[src/rtl/uni_s2b_decoder_pkg.sv]
// uni_s2b_decoder_pkg: shared types and helpers for the unary stochastic-to-binary decoder.
// Revision: 1.0
`default_nettype none

package uni_pkg;

  typedef enum logic [1:0] {
    S2B_IDLE  = 2'd0,
    S2B_ACCUM = 2'd1,
    S2B_DONE  = 2'd2
  } s2b_state_t;

  function automatic int unsigned win_len(input int unsigned bitwidth);
    return 32'd1 << bitwidth;
  endfunction

endpackage

`default_nettype wire

[src/rtl/uni_s2b_decoder_if.sv]
// uni_s2b_decoder_if: control, stream and result bundle of the stochastic-to-binary decoder.
// Revision: 1.0
`default_nettype none

interface uni_s2b_decoder_if #(
  parameter int BITWIDTH = 8
);

  logic                iClr;
  logic                iStart;
  logic                iBit;
  logic                iBitValid;
  logic                oBusy;
  logic                oValid;
  logic [BITWIDTH-1:0] oResult;
  logic                oSat;

  modport master (
    output iClr, iStart, iBit, iBitValid,
    input  oBusy, oValid, oResult, oSat
  );

  modport slave (
    input  iClr, iStart, iBit, iBitValid,
    output oBusy, oValid, oResult, oSat
  );

endinterface

`default_nettype wire

[src/rtl/uni_s2b_decoder_win_counter.sv]
// s2b_win_counter: BITWIDTH+1-bit sample and ones counter pair for one decode window.
// Revision: 1.0
`default_nettype none

module s2b_win_counter
  import uni_pkg::*;
#(
  parameter int BITWIDTH = 8
) (
  input  logic              iClk,
  input  logic              iRstN,
  input  logic              clr,
  input  logic              en,
  input  logic              stream_bit,
  output logic [BITWIDTH:0] ones,
  output logic              full
);

  localparam logic [BITWIDTH:0] C_LAST = (BITWIDTH+1)'(win_len(BITWIDTH) - 1);

  logic [BITWIDTH:0] r_samples;
  logic [BITWIDTH:0] r_ones;

  always_ff @(posedge iClk or negedge iRstN) begin
    if (!iRstN) begin
      r_samples <= '0;
      r_ones    <= '0;
    end else if (clr) begin
      r_samples <= '0;
      r_ones    <= '0;
    end else if (en) begin
      r_samples <= r_samples + 1'b1;
      r_ones    <= r_ones + {{BITWIDTH{1'b0}}, stream_bit};
    end
  end

  assign ones = r_ones;
  // High on the edge that counts the final sample, so the window closes on that same edge.
  assign full = en && (r_samples == C_LAST);

endmodule

`default_nettype wire

[src/rtl/uni_s2b_decoder.sv]
// uni_s2b_decoder: counts ones over 2^BITWIDTH valid unary samples and presents the binary value.
// Revision: 1.0
`default_nettype none

module uni_s2b_decoder
  import uni_pkg::*;
#(
  parameter int BITWIDTH = 8
) (
  input  logic                iClk,
  input  logic                iRstN,
  uni_s2b_decoder_if.slave    bus
);

  localparam logic [BITWIDTH:0] C_WIN = (BITWIDTH+1)'(win_len(BITWIDTH));

  s2b_state_t          r_state;
  logic                r_busy;
  logic                r_valid;
  logic [BITWIDTH-1:0] r_result;
  logic                r_sat;

  logic [BITWIDTH:0]   w_ones;
  logic                w_full;
  logic                w_cnt_en;
  logic                w_cnt_clr;

  assign w_cnt_en  = (r_state == S2B_ACCUM) && bus.iBitValid;
  assign w_cnt_clr = bus.iClr || (bus.iStart && (r_state != S2B_ACCUM));

  s2b_win_counter #(
    .BITWIDTH (BITWIDTH)
  ) u_win_counter (
    .iClk       (iClk),
    .iRstN      (iRstN),
    .clr        (w_cnt_clr),
    .en         (w_cnt_en),
    .stream_bit (bus.iBit),
    .ones       (w_ones),
    .full       (w_full)
  );

  always_ff @(posedge iClk or negedge iRstN) begin
    if (!iRstN) begin
      r_state  <= S2B_IDLE;
      r_busy   <= 1'b0;
      r_valid  <= 1'b0;
      r_result <= '0;
      r_sat    <= 1'b0;
    end else if (bus.iClr) begin
      r_state  <= S2B_IDLE;
      r_busy   <= 1'b0;
      r_valid  <= 1'b0;
      r_result <= '0;
      r_sat    <= 1'b0;
    end else begin
      r_valid <= 1'b0;
      case (r_state)
        S2B_IDLE: begin
          if (bus.iStart) begin
            r_state <= S2B_ACCUM;
            r_busy  <= 1'b1;
          end
        end
        S2B_ACCUM: begin
          if (w_full) begin
            r_state <= S2B_DONE;
            r_busy  <= 1'b0;
          end
        end
        S2B_DONE: begin
          // A full window of ones does not fit in BITWIDTH bits; clamp and flag it.
          r_valid  <= 1'b1;
          r_result <= w_ones[BITWIDTH] ? '1 : w_ones[BITWIDTH-1:0];
          r_sat    <= (w_ones == C_WIN);
          if (bus.iStart) begin
            r_state <= S2B_ACCUM;
            r_busy  <= 1'b1;
          end else begin
            r_state <= S2B_IDLE;
          end
        end
        default: begin
          r_state <= S2B_IDLE;
          r_busy  <= 1'b0;
        end
      endcase
    end
  end

  assign bus.oBusy   = r_busy;
  assign bus.oValid  = r_valid;
  assign bus.oResult = r_result;
  assign bus.oSat    = r_sat;

endmodule

`default_nettype wire

[src/flat_wrapper.sv]
// flat-port wrapper written by rule: the top's interface ports become plain ports
module uni_s2b_decoder_flat import uni_pkg::*;
#(
  parameter int BITWIDTH = 8
)
  (iClk, iRstN, bus_iClr, bus_iStart, bus_iBit, bus_iBitValid, bus_oBusy, bus_oValid, bus_oResult, bus_oSat);
  uni_s2b_decoder_if #(.BITWIDTH(BITWIDTH)) bus_i ();
  input  logic iClk;
  input  logic iRstN;
  input wire logic [$bits(bus_i.iClr)-1:0] bus_iClr;
  input wire logic [$bits(bus_i.iStart)-1:0] bus_iStart;
  input wire logic [$bits(bus_i.iBit)-1:0] bus_iBit;
  input wire logic [$bits(bus_i.iBitValid)-1:0] bus_iBitValid;
  output wire logic [$bits(bus_i.oBusy)-1:0] bus_oBusy;
  output wire logic [$bits(bus_i.oValid)-1:0] bus_oValid;
  output wire logic [$bits(bus_i.oResult)-1:0] bus_oResult;
  output wire logic [$bits(bus_i.oSat)-1:0] bus_oSat;
  assign bus_i.iClr = bus_iClr;
  assign bus_i.iStart = bus_iStart;
  assign bus_i.iBit = bus_iBit;
  assign bus_i.iBitValid = bus_iBitValid;
  assign bus_oBusy = bus_i.oBusy;
  assign bus_oValid = bus_i.oValid;
  assign bus_oResult = bus_i.oResult;
  assign bus_oSat = bus_i.oSat;
  uni_s2b_decoder #(.BITWIDTH(BITWIDTH)) u_core (.iClk(iClk), .iRstN(iRstN), .bus(bus_i));
endmodule
[config.mk]
export PLATFORM = sky130hd
export DESIGN_NAME = uni_s2b_decoder_flat
export DESIGN_NICKNAME = d
export VERILOG_FILES = /design/src/rtl/uni_s2b_decoder_pkg.sv /design/src/rtl/uni_s2b_decoder_if.sv /design/src/rtl/uni_s2b_decoder_win_counter.sv /design/src/rtl/uni_s2b_decoder.sv /design/src/flat_wrapper.sv
export SDC_FILE = /design/constraint.sdc
export NUM_CORES = 1
export LEC_CHECK = 0
export CORE_MARGIN = 4
export CORE_UTILIZATION = 55
export DETAILED_ROUTE_END_ITERATION = 7
export PLACE_DENSITY = 0.79
export SYNTH_ARGS = -nofsm -noshare
export SYNTH_HDL_FRONTEND = slang
export SYNTH_HIERARCHICAL = 1
export SYNTH_SLANG_ARGS = --single-unit
[constraint.sdc]
create_clock -name iClk -period 4.13 [get_ports iClk]
set_input_delay 0.826 -clock iClk [delete_from_list [all_inputs] [get_ports iClk]]
set_output_delay 0.826 -clock iClk [all_outputs]
set_load 0.01 [all_outputs]
Word level (Yosys, flattened, before mapping)
Cells that the tools add are included.
Widths: inputs -> output; s select.
{ "totals": {"word_cells": 47, "in_bits": 6, "reg_bits": 31, "output_inout_bits": 11} }
{ "op_classes": {"add_sub_neg": 2, "n_reduce_logical": 10, "muxes": 20, "eq_ne": 8} }
{ "op_table": {"columns": ["op", "n"], "rows": [
  ["$mux 9", 4],
  ["$mux 8", 3],
  ["$add 9x1->9", 1],
  ["$add 9x1->9 const B", 1],
  ["$eq 9x8->1 const B", 1],
  ["$eq 9x9->1 const B", 1],
  ["$mux 1", 8],
  ["$mux 2", 3],
  ["$ne 3x3->1 const B", 2],
  ["$pmux 2 s3", 1],
  ["$reduce_and 2->1", 2],
  ["$reduce_bool 2->1", 2],
  ["$logic_and 1x1->1", 3],
  ["$ne 3x1->1 const B", 1],
  ["$eq 2x1->1 const B", 1],
  ["$eq 2x2->1 const B", 1],
  ["$logic_not 2->1", 1],
  ["$ne 2x1->1 const B", 1],
  ["$pmux 1 s2", 1],
  ["$reduce_or 2->1", 1],
  ["$logic_or 1x1->1", 1]
]} }

Depth between registers and ports, before layout
Gate-level depths: netlist of the first run.
{ "logic_depth": {"ltp_word": 6, "ltp_mapped": 8} }

Modules after synthesis
The synthesis of the first run kept the hierarchy.
{ "by_module_without_submodules": {"columns": ["module", "cells_each", "instances", "area_per_inst_um2", "seq_area_each_um2"], "rows": [
  ["s2b_win_counter", 91, 1, 909.6, 450.4],
  ["uni_s2b_decoder", 59, 1, 560.5, 325.3]
]} }

Least setup slack after synthesis of the first run
Ideal clock, no wire load.
{ "synth_path": {"kind": "input to register", "from": "in bus_iBitValid", "to": "reg u_core.u_win_counter.r_samples[5]", "required_time_ns": 4.002, "cell_stages": 5, "arrival_time_ns": 1.792, "setup_slack_ns": 2.211, "path_buffers": 0, "path_cell_list": "inv_1 > nor2_1 > nor2_1 > nor4b_1 > mux2_1"} }
{ "synth_between": {"elab_chain_len": 2} }
{ "synth_rtl": {"columns": ["element", "line", "text"], "rows": [
  ["start, declared", "flat_wrapper.sv:13", "input wire logic [$bits(bus_i.iBitValid)-1:0] bus_iBitValid;"],
  ["$logic_and 1x1->1", "uni_s2b_decoder.sv:28", "assign w_cnt_en = (r_state == S2B_ACCUM) && bus.iBitValid;"],
  ["via u_core.w_cnt_en", "uni_s2b_decoder.sv:25", "logic w_cnt_en;"],
  ["$reduce_bool 2->1 (no line)", null, null],
  ["end signal, assigned", "uni_s2b_decoder_win_counter.sv:32", "r_samples <= r_samples + 1'b1;"],
  ["end, declared", "uni_s2b_decoder_win_counter.sv:21", "logic [BITWIDTH:0] r_samples;"]
]} }
The timed path passes the listed nets, and every way through them passes these cells.
A chain may end at the register's enable or synchronous reset.

Worst setup path in the final report of the first run
{ "layout_path": {"from": "in bus_iClr", "to": "reg u_core.u_win_counter.r_ones[8] (netlist: u_core/u_win_counter/ones[8])"} }
{ "layout_between": {"elab_chain_len": 2, "word_cells_on_any_way": 3} }
{ "layout_rtl": {"columns": ["element", "line", "text"], "rows": [
  ["start, declared", "flat_wrapper.sv:10", "input wire logic [$bits(bus_i.iClr)-1:0] bus_iClr;"],
  ["$logic_or 1x1->1 (*)", "uni_s2b_decoder.sv:29", "assign w_cnt_clr = bus.iClr || (bus.iStart && (r_state != S2B_ACCUM));"],
  ["via u_core.w_cnt_clr", "uni_s2b_decoder.sv:26", "logic w_cnt_clr;"],
  ["$mux 9 or $reduce_bool 2->1 (tied branches)", null, null],
  ["end signal, assigned", "uni_s2b_decoder_win_counter.sv:33", "r_ones <= r_ones + {{BITWIDTH{1'b0}}, stream_bit};"],
  ["end, declared", "uni_s2b_decoder_win_counter.sv:22", "logic [BITWIDTH:0] r_ones;"]
]} }
The timed path passes the listed nets; every way through them passes the cells marked *.

==> results.rst, run 1 <==
.. list-table::
   :header-rows: 1

   * - Metric
     - Value
   * - Placed insts
     - 194
   * - Run status
     - finished clean
   * - Final wirelength
     - roughly 2900 um
   * - PostCTS Resize Cnt
     - 0
   * - Die area
     - 3560 um2
   * - Mapped Nets
     - 160
   * - Post-synthesis register bit count
     - 31
   * - Leading post-synthesis cells by cell area
     - dfrtp_1 (53%), a21oi_1 (5.4%), nor2_1 (4.9%), o21ai_0 (4.1%), nand2_1 (4.1%)
   * - FF+latch area
     - between 700 and 800 um2
   * - Combined area of the multi-input logic cells
     - 658 um2
   * - Library cell contributing the largest single delay on the critical path
     - clkdlybuf4s50_1
   * - Maximum single-stage delay on the critical path
     - 0.77 ns
   * - Fin Clk Skew
     - 0.00481 ns
   * - Antenna cells
     - 0
   * - Pin count of the biggest net entering global routing
     - 32
   * - Global routing usage on met2
     - 0.335
   * - Arrival time worst endpoint
     - 2.84 ns
   * - Number of logic stages on the critical path including buffering
     - 5
   * - Avg Cell Area, Syn
     - between 9 and 10 um2
   * - Buffers plus inverters on the worst setup path
     - 1
   * - Achievable Freq
     - 386 MHz
   * - Setup bufs post-CTS
     - 0
   * - Slew Viols, Final
     - 0
   * - Most frequently used flop master after synthesis
     - dfrtp_1
   * - Leftover overflow at the end of global routing
     - 0
   * - Number of flops mapped to enable cells by yosys
     - 0
   * - P per Cell Area
     - 313 nW/um2
   * - Min Tclk post-route
     - ~2.6 ns
   * - Worst slew pin tran
     - approximately 0.64 ns
   * - Largest area contributor in the synthesized netlist
     - dfrtp_1
   * - Final setup vio count
     - 0
   * - I/O Buffers
     - 16
   * - Count of boundary I/O pins
     - 17
   * - Detailed Routing Iterations Pass 1
     - 4
   * - Number of hold buffers added after CTS
     - 0
   * - TritonCTS clock tree
     - built
   * - Total clock buffers created by CTS
     - 5
   * - Count of max-cap constraint violations
     - 0
   * - Layout cell share with drive strength beyond 1
     - 0.0698
   * - HPWL after detailed placement
     - between 2000 and 2500 um
   * - Number of vias per cell
     - 5.62
   * - Leakage power of the design
     - 0.720 nW
   * - Detail-routed net length per standard cell
     - 14.4 um
   * - Final instance count without filler cells
     - 202
   * - Share of the synthesized area in the top cell type
     - 0.528
   * - Residual DRC count
     - 0
   * - Worst ir drop on vdd
     - 0.212 mV
   * - Sequential-to-total area share from yosys stat
     - 0.528
   * - Kind of critical path
     - in2reg
   * - Synthesized cell area
     - 1470 um2
   * - All-layer global routing usage
     - 0.191
   * - Root buf cell
     - clkbuf_4
   * - Worst R2R Path Depth
     - 5
   * - Initial Util
     - 0.583
   * - Fraction of the cycle the final worst path needs
     - 0.627
   * - Crit path launch type
     - input port
   * - Kind of cell with the highest combined delay on the critical path
     - compound AO/OA/AOI/OAI gates
   * - Number of sinks handled by clock tree synthesis
     - 31
   * - Std cell rows
     - 18
   * - Core outline area
     - 2520 um2
   * - GRT busiest layer
     - met2
   * - Required arrival time at the worst endpoint
     - 4.39 ns
   * - Number of cells produced by synthesis
     - 150
   * - Setup TNS
     - 0 ns
   * - Number of failing hold endpoints at the final stage
     - 0
   * - Nets
     - between 150 and 200
   * - List of cells traversed by the critical path
     - clkdlybuf4s50_1 > a21o_1 > o2111ai_1 > or3_1 > a21oi_1
   * - Worst slew margin relative to its limit
     - 0.569
   * - Global-route wire length before repair
     - 5060 um
   * - Worst-skew pair later-pin latency
     - 0.33 ns
   * - Synth Warn #
     - 6
   * - Count of unique library cells instantiated by Yosys
     - 31
   * - Highest fanout seen on the critical path
     - 14
   * - Async set-reset flop share out of synthesis
     - 1.00
   * - HP Class
     - reg2reg
   * - Die Span Y
     - roughly 60 um
   * - Final-layout fill cell count
     - approximately 220
   * - Layout overhead on the synthesized area
     - 18.0%
   * - Antenna violations before repair
     - 0
   * - Met3 layer usage reported by global route
     - 0.0497
   * - Clk pin slew, worst setup/hold paths
     - ~0.09 ns
   * - Die outline width
     - 59.7 um
   * - Routed via count
     - 1,135
   * - Number of violations reported at the end of detailed-routing iteration 0
     - 22
   * - Global routing met1 resource utilization
     - 0.210
   * - Setup repair after global routing missed its margin
     - false
   * - Via count of the first global-routing pass
     - ~1.2k
   * - CTS H-tree depth
     - 2
   * - Antenna Nets Post-Route
     - 0
   * - Crit path capture type
     - flop
   * - Worst hold path stage count
     - 2
   * - CTS max path bufs
     - 2
   * - Routability cong.
     - 0.777
-- worst register-to-register path: stages (launching register included) --
cell and delay, ns:
dfrtp_1 0.40, nand2b_1 0.19, nor2_1 0.51, o2111ai_1 0.32
or3_1 0.41, a21oi_1 0.16
-- final timing paths --
| kind | startpoint | end | slack (ns) |
|---|---|---|---|
| setup / recovery | bus_iClr | u_core/u_win_counter/ones[8] | 1.54 |
| hold / removal | u_core/bus.oResult[7] | u_core/bus.oResult[7] | 0.53 |
| setup reg to reg | u_core/r_state[1] | u_core/u_win_counter/ones[8] | 2.07 |
| hold reg to reg | u_core/bus.oResult[7] | u_core/bus.oResult[7] | 0.53 |
| max in group asynchronous | iRstN | u_core/u_win_counter/ones[7] | 2.98 |
| min in group asynchronous | iRstN | u_core/u_win_counter/r_samples[8] | 0.87 |
-- logic make-up (layout without fill, tap and decap cells) --
group                    count (synthesis)  in the layout  share of synthesized area
AO/OA/AOI/OAI                           35             35                      0.135
XOR/XNOR                                 6              6                     0.0357
adder cells (fa/ha/maj)                  4              4                     0.0340
buffers and inverters                    8             30                     0.0247
flip-flops                              31             31                      0.528
multiplexers                             6              6                     0.0426
AND/OR/NAND/NOR                         60             60                      0.200
-- cell type report --
cell class | instances | area share
well taps | 30 | 0.0216
clock buffers | 8 | 0.0397
multi-input cells | 111 | 0.380
repair buffers | 19 | 0.105
inverters | 3 | 0.00649
flip-flops and latches | 31 | 0.447
-- cell usage after synthesis, drive strengths merged, types with 3 or more instances --
cell	count
nor2b	3
buf	3
dfrtp	31
or3	4
nand3	3
nand2	16
mux2i	4
nand4	5
o21ai	12
inv	3
a21oi	16
xor2	4
ha	4
nor2	19
-- where the power goes --
group          switching, W  internal, W
sequential       0.00000294     0.000306
clock              0.000100     0.000100
combinational     0.0000203    0.0000133
-- routing by layer --
| layer | share of wire | vias up | wire length [um] |
|---|---|---|---|
| met3 | 0.054 | 6 | 158 |
| met5 | 0 | - | 0 |
| met4 | 0.018 | 0 | 53 |
| met2 | 0.50 | 27 | 1460 |
| li1 | - | 573 | - |
| met1 | 0.43 | 529 | 1240 |
-- flip-flops by register name (all words and copies together) (netlist names) --
signal and cells:
u_core/bus.oResult 8, u_core/bus.oBusy 1, u_core/u_win_counter/r_samples 9, u_core/r_state 2
u_core/u_win_counter/ones 9, u_core/bus.oSat 1, u_core/bus.oValid 1
-- cell usage in the layout, fill, tap and decap left out, types with 2 or more instances in the layout --
| cell | instances |
|---|---|
| nor4_1 | 2 |
| mux2i_1 | 4 |
| o31ai_1 | 2 |
| a21oi_1 | 16 |
| nand4_1 | 5 |
| nor2b_1 | 2 |
| nor2_1 | 19 |
| inv_1 | 3 |
| o21ai_0 | 12 |
| buf_4 | 3 |
| mux2_1 | 2 |
| dfrtp_1 | 31 |
| clkbuf_8 | 2 |
| clkdlybuf4s50_1 | 16 |
| ha_1 | 4 |
| nand2_1 | 16 |
| nand2b_1 | 2 |
| xor2_1 | 4 |
| or4_1 | 2 |
| xnor2_1 | 2 |
| nor3b_1 | 2 |
| or3_1 | 4 |
| clkbuf_4 | 5 |
| nand3_1 | 3 |
-- through the flow --
| stage | worst slack [ns] | cell area [um2] | hold WS, ns | utilization | power (W) |
|---|---|---|---|---|---|
| global route | 1.43 | 1730 | 0.551 | 0.688 | 0.000566 |
| CTS | 1.53 | 1730 | 0.529 | 0.688 | 0.000546 |
| global placement | 1.27 | 1670 | 0.511 | 0.660 | 0.000348 |
| detailed placement | 1.18 | 1670 | 0.516 | 0.660 | 0.000349 |
| floorplan | 2.21 | 1470 | 0.525 | - | 0.000331 |
| finish | 1.54 | 1730 | 0.525 | 0.688 | 0.000543 |
Note: power is estimated with default switching activity, not from simulation.
==> run 2: changes to the inputs <==
CORE_UTILIZATION = 49   (was 55)
PLACE_DENSITY = 0.74   (was 0.79)
clock period = 2.37 ns   (was 4.13 ns; I/O delays follow)
==> run 2 against run 1 <==
Die area grew 11%; register-to-register slack lost 1.5 ns; global-route usage shrank 2.4 points; sequential power grew 74%; clock-buffer cell count shrank 2; via count grew 3.0%; clock power grew 120%; design area grew 2.7%; critical path type is now reg2reg.
==> results.rst, run 2 (synthesis results as in run 1) <==
.. list-table::
   :header-rows: 1

   * - Metric
     - Value
   * - Run status
     - finished clean
   * - TritonCTS clock tree
     - built
   * - Total clock buffers created by CTS
     - 5
   * - Detailed Routing Iterations Pass 1
     - 6
   * - Final setup vio count
     - 0
   * - Layout overhead on the synthesized area
     - 21.1%
   * - Die area
     - 3940 um2
   * - Setup bufs post-CTS
     - 0
   * - Most common cell after layout, fill and taps aside
     - dfrtp_1
   * - Leftover overflow at the end of global routing
     - 0
   * - Count of boundary I/O pins
     - 17
   * - Antenna cells
     - 0
   * - Layout cell share with drive strength beyond 1
     - 0.0862
   * - Detail-routed net length per standard cell
     - 13.8 um
   * - Final wirelength
     - 2820 um
   * - Number of failing hold endpoints at the final stage
     - 0
   * - Crit path launch type
     - flop
   * - Root buf cell
     - clkbuf_4
   * - Number of hold buffers added after CTS
     - 0
   * - Routability cong.
     - 0.796
   * - Standard cell area after detailed placement
     - 1690 um2
   * - HP Class
     - in2async
   * - Clk pin slew, worst setup/hold paths
     - 0.11 ns
   * - Slew Viols, Final
     - 0
   * - Leakage power of the design
     - 0.742 nW
   * - FF+latch area
     - just under 800 um2
   * - Required arrival time at the worst endpoint
     - 2.60 ns
   * - Arrival time worst endpoint
     - 2.08 ns
   * - Smallest hold slack
     - between 0.5 and 0.6 ns
   * - Setup repair after global routing missed its margin
     - false
   * - Global-route wire length before repair
     - 5120 um
   * - Fin Clk Skew
     - 0.0138 ns
   * - Min Tclk post-route
     - 1.85 ns
   * - P per Cell Area
     - 585 nW/um2
   * - Highest fanout seen on the critical path
     - 14
   * - CTS max path bufs
     - 2
   * - PostCTS Resize Cnt
     - 0
   * - Pin count of the biggest net entering global routing
     - 32
   * - Nets
     - 183
   * - Setup TNS
     - 0 ns
   * - Residual DRC count
     - 0
   * - All-layer global routing usage
     - 0.167
   * - Worst slew pin tran
     - 0.389 ns
   * - Die outline width
     - 62.8 um
   * - Fraction of the cycle the final worst path needs
     - 0.779
   * - Antenna Nets Post-Route
     - 0
   * - Antenna violations before repair
     - 0
   * - Worst-skew pair later-pin latency
     - 0.34 ns
   * - Kind of critical path
     - reg2reg
   * - Achievable Freq
     - roughly 540 MHz
   * - HPWL after detailed placement
     - 1970 um
   * - Worst ir drop on vdd
     - 0.390 mV
   * - Die Span Y
     - 62.8 um
   * - Combined area of the multi-input logic cells
     - 658 um2
   * - Std cell rows
     - 19
   * - Leading cell types in the layout, fill and taps excluded
     - dfrtp_1 (31), nor2_1 (19), clkdlybuf4s50_1 (16), nand2_1 (16), a21oi_1 (16)
   * - Count of max-cap constraint violations
     - 0
   * - Number of vias per cell
     - approximately 5.7
   * - Number of sinks handled by clock tree synthesis
     - 31
   * - Worst slew margin relative to its limit
     - 0.741
   * - I/O Buffers
     - 16
   * - Final-layout fill cell count
     - between 200 and 250
   * - Routed via count
     - between 1k and 1.5k
   * - Initial Util
     - 0.524
   * - Number of violations reported at the end of detailed-routing iteration 0
     - 94
   * - Via count of the first global-routing pass
     - 1,122
   * - Crit path capture type
     - flop
   * - CTS H-tree depth
     - 2
   * - Overall power of the completed layout
     - 0.00104 W
   * - Final non-filler cell area
     - 1780 um2
   * - Core outline area
     - 2810 um2
[run 2: layer usage]
metal	global-route usage	vias to the layer above	part of all wire	wire [um]
met2	0.254	33	0.47	1320
met5	0	-	0	0
met3	0.0737	8	0.060	168
li1	-	578	-	-
met1	0.207	550	0.46	1290
met4	0.0661	0	0.017	47
[run 2: metrics by stage]
stage | worst slack [ns] | instances | utilization
6_report | 0.524 | 205 | 0.635
5_1_grt | 0.417 | 205 | 0.635
4_1_cts | 0.535 | 205 | 0.635
3_5_place_dp | 0.159 | 197 | 0.604
3_3_place_gp | 0.226 | 197 | 0.604
2_1_floorplan | 0.761 | 150 | -
[run 2: critical path: stages (launching register included)]
cell and delay [ns]:
dfrtp_1 0.42, nand2b_1 0.20, nor2_1 0.19, buf_12 0.17, nor2_1 0.06, nor4b_1 0.33, mux2_1 0.37
[run 2: area by class of cell]
cell class,count,area share
flip-flops and latches,31,0.436
multi-input cells,111,0.370
repair buffers,21,0.118
clock buffers,6,0.0288
well taps,31,0.0218
clock inverters,2,0.0197
inverters,3,0.00632
[run 2: worst paths after layout]
path | start | end | slack, ns | cells past startpoint
hold / removal | iRstN | u_core/r_state[0] | 0.51 | 2
max in group asynchronous | iRstN | u_core/u_win_counter/r_samples[4] | 1.56 | 2
hold reg to reg | u_core/bus.oResult[4] | u_core/bus.oResult[4] | 0.53 | 2
setup reg to reg | u_core/r_state[1] | u_core/u_win_counter/r_samples[5] | 0.52 | 6
setup / recovery | u_core/r_state[1] | u_core/u_win_counter/r_samples[5] | 0.52 | 6
min in group iClk | u_core/bus.oResult[4] | u_core/bus.oResult[4] | 0.53 | 2
[run 2: power by group]
group / switching, W / leakage, nW / internal [W]
combinational: 0.0000363 / 0.264 / 0.0000278
sequential: 0.00000543 / 0.430 / 0.000533
clock: 0.000189 / 0.0482 / 0.000249
==> run 3: changes to the inputs <==
CORE_UTILIZATION = 54   (was 49)
PLACE_DENSITY = 0.77   (was 0.74)
clock period = 1.9 ns   (was 2.37 ns; I/O delays follow)
==> run 3 against run 2 <==
Total power up 4.3%; core utilization up 6.5 points; register-to-register slack worse by 0.38 ns; combinational power up 32%; critical endpoint is now u_core/u_win_counter/ones[8]; largest power group unchanged.
==> results.rst, run 3 (synthesis results as in run 1) <==
.. list-table::
   :header-rows: 1

   * - Metric
     - Value
   * - Most common cell after layout, fill and taps aside
     - dfrtp_1
   * - Worst-case setup margin in the final layout
     - 0.125 ns
   * - Global-route wire length before repair
     - 5150 um
   * - Die Span Y
     - 60.2 um
   * - Highest fanout seen on the critical path
     - 4
   * - Kind of critical path
     - in2reg
   * - Setup TNS
     - 0 ns
   * - P per Cell Area
     - slightly above 600 nW/um2
   * - Nets
     - roughly 190
   * - Leading cell types in the layout, fill and taps excluded
     - dfrtp_1 (31), nor2_1 (19), clkdlybuf4s50_1 (16), nand2_1 (16), a21oi_1 (16)
   * - Achievable Freq
     - 563 MHz
   * - Core outline area
     - 2540 um2
   * - Worst-skew pair later-pin latency
     - 0.32 ns
   * - Number of sinks handled by clock tree synthesis
     - 31
   * - Setup repair after global routing missed its margin
     - false
   * - Root buf cell
     - clkbuf_4
   * - Pin count of the biggest net entering global routing
     - 32
   * - Antenna violations before repair
     - 0
   * - CTS H-tree depth
     - 2
   * - I/O Buffers
     - 16
   * - Fin Clk Skew
     - 0.00501 ns
   * - Number of violations reported at the end of detailed-routing iteration 0
     - 35
   * - Worst slew margin relative to its limit
     - 0.741
   * - Detailed Routing Iterations Pass 1
     - 4
   * - Worst ir drop on vdd
     - 0.529 mV
   * - Count of max-cap constraint violations
     - 0
   * - Final setup vio count
     - 0
   * - HPWL after detailed placement
     - 2170 um
   * - CTS max path bufs
     - 2
   * - Via count of the first global-routing pass
     - 1,195
   * - Total clock buffers created by CTS
     - 5
   * - Slew Viols, Final
     - 0
   * - Fraction of the cycle the final worst path needs
     - 0.934
   * - Number of failing hold endpoints at the final stage
     - 0
   * - Arrival time worst endpoint
     - 2.03 ns
   * - Required arrival time at the worst endpoint
     - 2.15 ns
   * - Number of vias per cell
     - 5.74
   * - Routed via count
     - about 1.2k
   * - Antenna cells
     - 0
   * - Detail-routed net length per standard cell
     - 14.1 um
   * - Initial Util
     - 0.578
   * - Crit path launch type
     - input port
   * - Layout cell share with drive strength beyond 1
     - 0.111
   * - Die area
     - 3620 um2
   * - Clk pin slew, worst setup/hold paths
     - 0.09 ns
   * - PostCTS Resize Cnt
     - 0
   * - Leakage power of the design
     - 0.751 nW
   * - Residual DRC count
     - 0
   * - Setup WS pre-CTS
     - -0.195 ns
   * - Layout overhead on the synthesized area
     - 21.2%
   * - Routability cong.
     - 0.750
   * - Setup bufs post-CTS
     - 0
   * - Leftover overflow at the end of global routing
     - 0
   * - Run status
     - finished clean
   * - Min Tclk post-route
     - between 1.5 and 2 ns
   * - Count of boundary I/O pins
     - 17
   * - Final wirelength
     - 2960 um
   * - All-layer global routing usage
     - 0.196
   * - Worst slew pin tran
     - 0.388 ns
   * - HP Class
     - in2async
   * - Final-layout fill cell count
     - 207
   * - Antenna Nets Post-Route
     - 0
   * - TritonCTS clock tree
     - built
   * - Crit path capture type
     - flop
   * - Number of hold buffers added after CTS
     - 0
   * - Std cell rows
     - 18
   * - Die outline width
     - 60.2 um
run 3: per-stage QoR:
step	hold WS [ns]	instances	instance area, um2	total power [W]	utilization
2_1_floorplan	0.0844	150	1470	0.000719	-
3_5_place_dp	0.518	204	1740	0.000770	0.684
5_1_grt	0.465	210	1780	0.00115	0.700
3_3_place_gp	0.506	204	1740	0.000766	0.684
6_report	0.440	210	1780	0.00109	0.700
4_1_cts	0.438	210	1780	0.00111	0.700
run 3: worst paths after layout:
check / start / to / slack, ns / cells after the start
min: iRstN / u_core/u_win_counter/r_samples[8] / 0.44 / 2
min reg2reg: u_core/bus.oResult[5] / u_core/bus.oResult[5] / 0.52 / 2
max reg2reg: u_core/r_state[1] / u_core/u_win_counter/ones[6] / 0.14 / 6
min in group iClk: u_core/bus.oResult[5] / u_core/bus.oResult[5] / 0.52 / 2
max: bus_iBit / u_core/u_win_counter/ones[8] / 0.13 / 6
max in group asynchronous: iRstN / u_core/bus.oResult[5] / 1.18 / 2
run 3: routing by layer:
| layer | vias to the layer above | wire length [um] | global-route usage |
|---|---|---|---|
| met4 | 0 | 68 | 0.114 |
| met2 | 26 | 1420 | 0.338 |
| met3 | 9 | 152 | 0.0454 |
| li1 | 588 | - | - |
| met5 | - | 0 | 0 |
| met1 | 582 | 1320 | 0.218 |
run 3: layout make-up:
cell class	instances	area (um2)	area share
inverters	3	11.3	0.00632
flip-flops and latches	31	776	0.435
multi-input cells	111	658	0.369
well taps	30	37.5	0.0211
repair buffers	29	258	0.145
clock buffers	6	41.3	0.0232
run 3: report_power, final:
group / switching, W / total (W) / internal, W
Combinational: 0.0000468 / 0.0000844 / 0.0000376
Sequential: 0.00000652 / 0.000672 / 0.000665
Clock: 0.000199 / 0.000330 / 0.000131
run 3: worst max-delay path, stage by stage:
cell,delay [ns]
clkdlybuf4s50_1,0.46
ha_1,0.21
ha_1,0.20
o2111ai_1,0.22
or3_1,0.40
a21oi_1,0.14
